===== config.mk =====
export PLATFORM = sky130hd
export DESIGN_NAME = ansi_key_decoder
export DESIGN_NICKNAME = d
export VERILOG_FILES = /design/src/rtl/ansi_key_pkg.sv /design/src/rtl/csi_param_acc.sv /design/src/rtl/ansi_key_decoder.sv
export SDC_FILE = /design/constraint.sdc
export NUM_CORES = 1
export LEC_CHECK = 0
export CORE_ASPECT_RATIO = 1.2
export CORE_MARGIN = 2
export CORE_UTILIZATION = 55
export DETAILED_ROUTE_END_ITERATION = 10
export MAX_ROUTING_LAYER = met4
export PLACE_DENSITY = 0.84
export SLEW_MARGIN = 20
export SYNTH_ARGS = -nofsm -noshare
export SYNTH_HDL_FRONTEND = slang
export SYNTH_HIERARCHICAL = 1
export SYNTH_SLANG_ARGS = --single-unit

===== constraint.sdc =====
create_clock -name clk -period 3.7 [get_ports clk]
set_input_delay 0.74 -clock clk [delete_from_list [all_inputs] [get_ports clk]]
set_output_delay 0.74 -clock clk [all_outputs]
set_load 0.03 [all_outputs]

===== src/rtl/ansi_key_pkg.sv =====
`default_nettype none
// ============================================================================
// Module : ansi_key_pkg
// Brief  : Key event codes, byte constants, FSM states and final-byte decode.
// Rev    : 1.0
// ============================================================================
package ansi_key_pkg;

    typedef enum logic [3:0] {
        KEY_NONE    = 4'd0,
        KEY_CHAR    = 4'd1,
        KEY_UP      = 4'd2,
        KEY_DOWN    = 4'd3,
        KEY_RIGHT   = 4'd4,
        KEY_LEFT    = 4'd5,
        KEY_HOME    = 4'd6,
        KEY_END     = 4'd7,
        KEY_DEL     = 4'd8,
        KEY_PGUP    = 4'd9,
        KEY_PGDN    = 4'd10,
        KEY_ESC     = 4'd11,
        KEY_ALT     = 4'd12,
        KEY_CPR     = 4'd13,
        KEY_UNKNOWN = 4'd15
    } key_code_t;

    localparam logic [7:0] c_esc      = 8'h1B;
    localparam logic [7:0] c_lbracket = 8'h5B;
    localparam logic [7:0] c_semi     = 8'h3B;
    localparam logic [7:0] c_tilde    = 8'h7E;

    typedef enum logic [1:0] {
        ST_IDLE   = 2'd0,
        ST_ESC    = 2'd1,
        ST_CSI_P0 = 2'd2,
        ST_CSI_P1 = 2'd3
    } state_t;

    // CPR is only meaningful once a second parameter has been opened.
    function automatic key_code_t csi_final_decode(input logic [7:0] b,
                                                   input logic [7:0] p0,
                                                   input logic       in_p1);
        key_code_t code;
        code = KEY_UNKNOWN;
        case (b)
            8'h41: code = KEY_UP;
            8'h42: code = KEY_DOWN;
            8'h43: code = KEY_RIGHT;
            8'h44: code = KEY_LEFT;
            8'h48: code = KEY_HOME;
            8'h46: code = KEY_END;
            8'h52: code = in_p1 ? KEY_CPR : KEY_UNKNOWN;
            c_tilde: begin
                case (p0)
                    8'd3:    code = KEY_DEL;
                    8'd5:    code = KEY_PGUP;
                    8'd6:    code = KEY_PGDN;
                    default: code = KEY_UNKNOWN;
                endcase
            end
            default: code = KEY_UNKNOWN;
        endcase
        return code;
    endfunction

endpackage
`default_nettype wire


===== src/rtl/csi_param_acc.sv =====
`default_nettype none
// ============================================================================
// Module : csi_param_acc
// Brief  : Saturating 8-bit decimal accumulator for one CSI parameter.
// Rev    : 1.0
// ============================================================================
module csi_param_acc #(
    parameter int PARAM_MAX = 255
) (
    input  logic       clk,
    input  logic       rst_n,
    input  logic       clr,
    input  logic       digit_stb,
    input  logic [3:0] digit,
    output logic [7:0] value
);

    logic [7:0]  r_value;
    logic [11:0] w_next;

    // 255*10+9 fits in 12 bits, so the clamp sees the true value.
    assign w_next = ({4'd0, r_value} * 12'd10) + {8'd0, digit};

    always_ff @(posedge clk or negedge rst_n) begin
        if (!rst_n) begin
            r_value <= 8'd0;
        end else if (clr) begin
            r_value <= 8'd0;
        end else if (digit_stb) begin
            r_value <= (w_next > 12'(PARAM_MAX)) ? 8'(PARAM_MAX) : w_next[7:0];
        end
    end

    assign value = r_value;

endmodule
`default_nettype wire


===== src/rtl/ansi_key_decoder.sv =====
`default_nettype none
// ============================================================================
// Module : ansi_key_decoder
// Brief  : Parses a raw keyboard byte stream (ESC/CSI) into key events.
// Rev    : 1.0
// ============================================================================
module ansi_key_decoder
    import ansi_key_pkg::*;
#(
    parameter int ESC_TIMEOUT = 4,
    parameter int PARAM_MAX   = 255
) (
    input  logic       clk,
    input  logic       rst_n,
    input  logic [7:0] inp,
    output logic       key_valid,
    output logic [3:0] key_code,
    output logic [7:0] key_char,
    output logic [7:0] key_p0,
    output logic [7:0] key_p1,
    output logic [7:0] err_count
);

    localparam int TW = $clog2(ESC_TIMEOUT + 1);

    state_t      r_state;
    state_t      w_state_nxt;
    logic [TW-1:0] r_timer;
    logic        r_key_valid;
    key_code_t   r_key_code;
    logic [7:0]  r_key_char;
    logic [7:0]  r_key_p0;
    logic [7:0]  r_key_p1;
    logic [7:0]  r_err_count;

    logic        w_byte;
    logic        w_is_digit;
    logic        w_is_final;
    logic        w_timeout;
    logic        w_evt;
    key_code_t   w_code;
    logic [7:0]  w_char;
    logic        w_csi;
    logic [7:0]  w_p0;
    logic [7:0]  w_p1;

    assign w_byte     = (inp != 8'h00);
    assign w_is_digit = (inp >= 8'h30) && (inp <= 8'h39);
    assign w_is_final = (inp >= 8'h40) && (inp <= 8'h7E);
    // Fires on the idle cycle that brings the count up to ESC_TIMEOUT.
    assign w_timeout  = !w_byte && (r_state != ST_IDLE) && (r_timer >= TW'(ESC_TIMEOUT - 1));

    csi_param_acc #(.PARAM_MAX(PARAM_MAX)) u_acc_p0 (
        .clk       (clk),
        .rst_n     (rst_n),
        .clr       ((r_state == ST_ESC) && (inp == c_lbracket)),
        .digit_stb ((r_state == ST_CSI_P0) && w_is_digit),
        .digit     (inp[3:0]),
        .value     (w_p0)
    );

    csi_param_acc #(.PARAM_MAX(PARAM_MAX)) u_acc_p1 (
        .clk       (clk),
        .rst_n     (rst_n),
        .clr       ((r_state == ST_ESC) && (inp == c_lbracket)),
        .digit_stb ((r_state == ST_CSI_P1) && w_is_digit),
        .digit     (inp[3:0]),
        .value     (w_p1)
    );

    always_comb begin
        w_state_nxt = r_state;
        w_evt       = 1'b0;
        w_code      = KEY_NONE;
        w_char      = 8'h00;
        w_csi       = 1'b0;
        case (r_state)
            ST_IDLE: begin
                if (w_byte) begin
                    if (inp == c_esc) begin
                        w_state_nxt = ST_ESC;
                    end else begin
                        w_evt  = 1'b1;
                        w_code = KEY_CHAR;
                        w_char = inp;
                    end
                end
            end
            ST_ESC: begin
                if (w_byte) begin
                    if (inp == c_lbracket) begin
                        w_state_nxt = ST_CSI_P0;
                    end else if (inp == c_esc) begin
                        w_evt  = 1'b1;
                        w_code = KEY_ESC;
                        w_char = c_esc;
                    end else begin
                        w_evt       = 1'b1;
                        w_code      = KEY_ALT;
                        w_char      = inp;
                        w_state_nxt = ST_IDLE;
                    end
                end else if (w_timeout) begin
                    w_evt       = 1'b1;
                    w_code      = KEY_ESC;
                    w_char      = c_esc;
                    w_state_nxt = ST_IDLE;
                end
            end
            ST_CSI_P0, ST_CSI_P1: begin
                w_csi = 1'b1;
                if (w_byte) begin
                    if (w_is_digit) begin
                        w_state_nxt = r_state;
                    end else if ((inp == c_semi) && (r_state == ST_CSI_P0)) begin
                        w_state_nxt = ST_CSI_P1;
                    end else if (w_is_final) begin
                        w_evt       = 1'b1;
                        w_code      = csi_final_decode(inp, w_p0, r_state == ST_CSI_P1);
                        w_char      = (w_code == KEY_UNKNOWN) ? inp : 8'h00;
                        w_state_nxt = ST_IDLE;
                    end else if (inp == c_esc) begin
                        w_evt       = 1'b1;
                        w_code      = KEY_UNKNOWN;
                        w_char      = c_esc;
                        w_state_nxt = ST_ESC;
                    end else begin
                        w_evt       = 1'b1;
                        w_code      = KEY_UNKNOWN;
                        w_char      = inp;
                        w_state_nxt = ST_IDLE;
                    end
                end else if (w_timeout) begin
                    w_evt       = 1'b1;
                    w_code      = KEY_UNKNOWN;
                    w_state_nxt = ST_IDLE;
                end
            end
            default: w_state_nxt = ST_IDLE;
        endcase
    end

    always_ff @(posedge clk or negedge rst_n) begin
        if (!rst_n) begin
            r_state     <= ST_IDLE;
            r_timer     <= '0;
            r_key_valid <= 1'b0;
            r_key_code  <= KEY_NONE;
            r_key_char  <= 8'h00;
            r_key_p0    <= 8'h00;
            r_key_p1    <= 8'h00;
            r_err_count <= 8'h00;
        end else begin
            r_state     <= w_state_nxt;
            r_key_valid <= w_evt;
            if ((r_state == ST_IDLE) || w_byte) begin
                r_timer <= '0;
            end else if (r_timer != TW'(ESC_TIMEOUT)) begin
                r_timer <= r_timer + 1'b1;
            end
            if (w_evt) begin
                r_key_code <= w_code;
                r_key_char <= w_char;
                r_key_p0   <= w_csi ? w_p0 : 8'h00;
                r_key_p1   <= w_csi ? w_p1 : 8'h00;
                if ((w_code == KEY_UNKNOWN) && (r_err_count != 8'hFF)) begin
                    r_err_count <= r_err_count + 8'd1;
                end
            end
        end
    end

    assign key_valid = r_key_valid;
    assign key_code  = r_key_code;
    assign key_char  = r_key_char;
    assign key_p0    = r_key_p0;
    assign key_p1    = r_key_p1;
    assign err_count = r_err_count;

endmodule
`default_nettype wire


==> impl_metrics.csv <==
group,metric,value,unit
worst_setup_path,cp.required,3.94,ns
sta,max_slew_margin,0.426,
logic_synthesis,synth_area,4050,µm²
finish,fin_area,4920,µm²
finish,drive_gt1_frac,0.127,
clock_tree,clk_latency,0.35,ns
sta,fin_skew,0.0103,ns
drt,dr.pass1.iters,4,
floorplanning,die_h,98.0,µm
worst_setup_path,startpoint_type,"input port",
finish,syn_to_final_growth,21.4,%
clock_tree,cts_buffer_depth,2,
sta,finalSetupTns,0,ns
drt,post_drt_wl_per_cell,17.9,µm
drt,drc,0,
clock_tree,cts_resized,0,
sta,rsz0062_at_grt,"false",
global_routing,grt_pass1_wl,17400,µm
sta,post-route-period-util,0.827,
clock_tree,cts_tree,"built",
clock_tree,clk_pin_slew,0.08,ns
clock_tree,postCtsSetupBuffers,0,
finish,num_antenna_cells,0,
finish,final_cells,580,
sta,timing.fmax,0.327,GHz
pwr,vdd_drop_max,0.000251,V
logic_synthesis,synthArstFlopShare,1.00,
logic_synthesis,synthFlopType,"dfrtp_1",
sta,setup_ws,0.642,ns
job,cap_violations,0,
sta,setup_viol,0,
logic_synthesis,synth_seq_cells,58,
clock_tree,clock-sinks,58,
sta,post-route-min-period,3.06,ns
logic_synthesis,ys_warn_count,6,
place,hpwl,7710,µm
clock_tree,cts_hold_buffers,0,
floorplanning,row_count,34,
worst_setup_path,critPathCaptureType,"register",
finish,nNetsFinal,533,
floorplanning,die_w,82.3,µm
logic_synthesis,ys_types,67,
worst_setup_path,reg2reg_setup_slack,0.80,ns
pwr,leakagePower,2.30,nW
sta,hold_violations,0,
logic_synthesis,synth_nets,476,
logic_synthesis,syn_inst,428,
floorplanning,dieArea,8070,µm²
drt,drtAntennaViolNets,0,
drt,first_iter_violations,208,
place,dpl.cell_count,564,
place,post-place-ws,0.292,ns
drt,wl,10400,µm
global_routing,grt_max_degree,39,
global_routing,antenna_found_initial,0,
pwr,powerDensity,302,nW/µm²
worst_setup_path,crit_type,"input port to register",
sta,worst_pin_slew,0.861,ns
drt,vias,3541,
drt,route.detailed.vias_per_inst,6.11,
floorplanning,ioPinCount,47,
logic_synthesis,yosysTopAreaCellShare,0.358,
global_routing,grt_remaining_overflow,0,
pwr,power.total,1.49,mW
clock_tree,numCtsBuffers,9,
min_path,hold_path_class,"register to register",
floorplanning,coreArea,7190,µm²
outcome,status,"completed",
logic_synthesis,netlist_top_cells_count,"dfrtp_1, nand2_1, ha_1",
floorplanning,initial_core_util,0.563,
place,dpl_cell_area,4670,µm²
global_routing,grtUsageTotal,0.286,
logic_synthesis,yosysMostFrequentCell,"dfrtp_1",
logic_synthesis,synthTopCellsByArea,"dfrtp_1, ha_1, nand2_1, nand3_1, a311oi_1",
logic_synthesis,yosys.area.top_type,"dfrtp_1",
clock_tree,htreeDepth,3,
global_routing,grt_pass1_vias,3602,
place,portBuffers,46,
clock_tree,cts-root-buf,"clkbuf_8",
place,routabilityCongestion,0.907,
worst_setup_path,worstPathMaxFanout,11,
logic_synthesis,yosysSeqAreaShare,0.358,
logic_synthesis,synth_edf_count,0,
worst_setup_path,worstPathArrival,3.30,ns
logic_synthesis,post_synth.cell_area_avg,9.46,µm²
sta,slew_violations,0,
critical path, cell delays in order:
cell	delay (ns)
clkdlybuf4s50_1	0.58
nor4_1	0.43
nor2b_1	0.26
o21ai_1	0.12
o22ai_1	0.42
a211oi_4	0.09
o21ai_4	0.32
mux2_4	0.33
sequential cells by signal, summed over array words and instances (netlist names):
name and cells:
err_count 8, key_char 8, key_code 4, key_p0 8
key_p1 8, key_valid 1, r_state 2, r_timer 3
u_acc_p0/value 8, u_acc_p1/value 8
placed cells by master (no fill, tap or decap), types with 6 or more instances in the layout:
cell type / count
a21o_1: 7
a21oi_1: 17
a311oi_1: 16
and2_1: 6
buf_4: 18
clkbuf_8: 9
clkdlybuf4s50_1: 45
dfrtp_1: 58
ha_1: 34
inv_1: 16
nand2_1: 57
nand3_1: 33
nor2_1: 32
nor3_1: 6
o21ai_0: 10
xnor2_1: 10
xor2_1: 12
power by group:
group,switching [mW],leakage [nW],internal [mW],total (mW)
combinational,0.0614,1.40,0.0382,0.0995
clock,0.291,0.124,0.454,0.745
sequential,0.00307,0.782,0.639,0.642
logic make-up (layout without fill, tap and decap cells):
group	count (synthesis)	after routing	synth area share
and+or+nand+nor	183	183	0.241
AOI/OAI and AO/OA	87	87	0.178
DFF	58	58	0.358
adders and majority gates	38	38	0.125
buffers and inverters	35	97	0.0368
xor gates and xnor gates	22	22	0.0476
muxes	5	5	0.0136
through the flow:
stage                     hold WS [ns]   util
after global routing             0.504  0.684
after detailed placement         0.456  0.649
after CTS                        0.469  0.684
after global placement           0.454  0.649
final                            0.475  0.684
after floorplan                  0.444      -
cell type report:
type	count	area, µm²
clock buffers	9	124
clock inverters	7	125
fillers	571	2270
inverters	17	63.8
multi-input cells	335	2450
flip-flops and latches	58	1450
well taps	90	113
repair buffers	64	591
layer usage:
layer / GRT usage / wire [µm] / vias up
li1: - / - / 1680
met1: 0.360 / 4390 / 1732
met2: 0.457 / 5260 / 111
met3: 0.0601 / 495 / 18
met4: 0.0897 / 214 / 0
met5: - / 0 / -
worst paths after layout:
path | depth (start not counted) | from | endpoint
worst max-delay path | 8 | inp[0] | err_count[1]$_DFFE_PN0P_
max in group asynchronous | 2 | rst_n | u_acc_p0/value[2]$_DFFE_PN0P_
worst min-delay path | 2 | key_p1[5]$_DFFE_PN0P_ | key_p1[5]$_DFFE_PN0P_
worst max register to register | 8 | u_acc_p1/value[1]$_DFFE_PN0P_ | u_acc_p1/value[2]$_DFFE_PN0P_
min in group asynchronous | 1 | rst_n | r_timer[1]$_DFFE_PN0P_
worst min register to register | 2 | key_p1[5]$_DFFE_PN0P_ | key_p1[5]$_DFFE_PN0P_
Power figures use the tool's default switching activity.
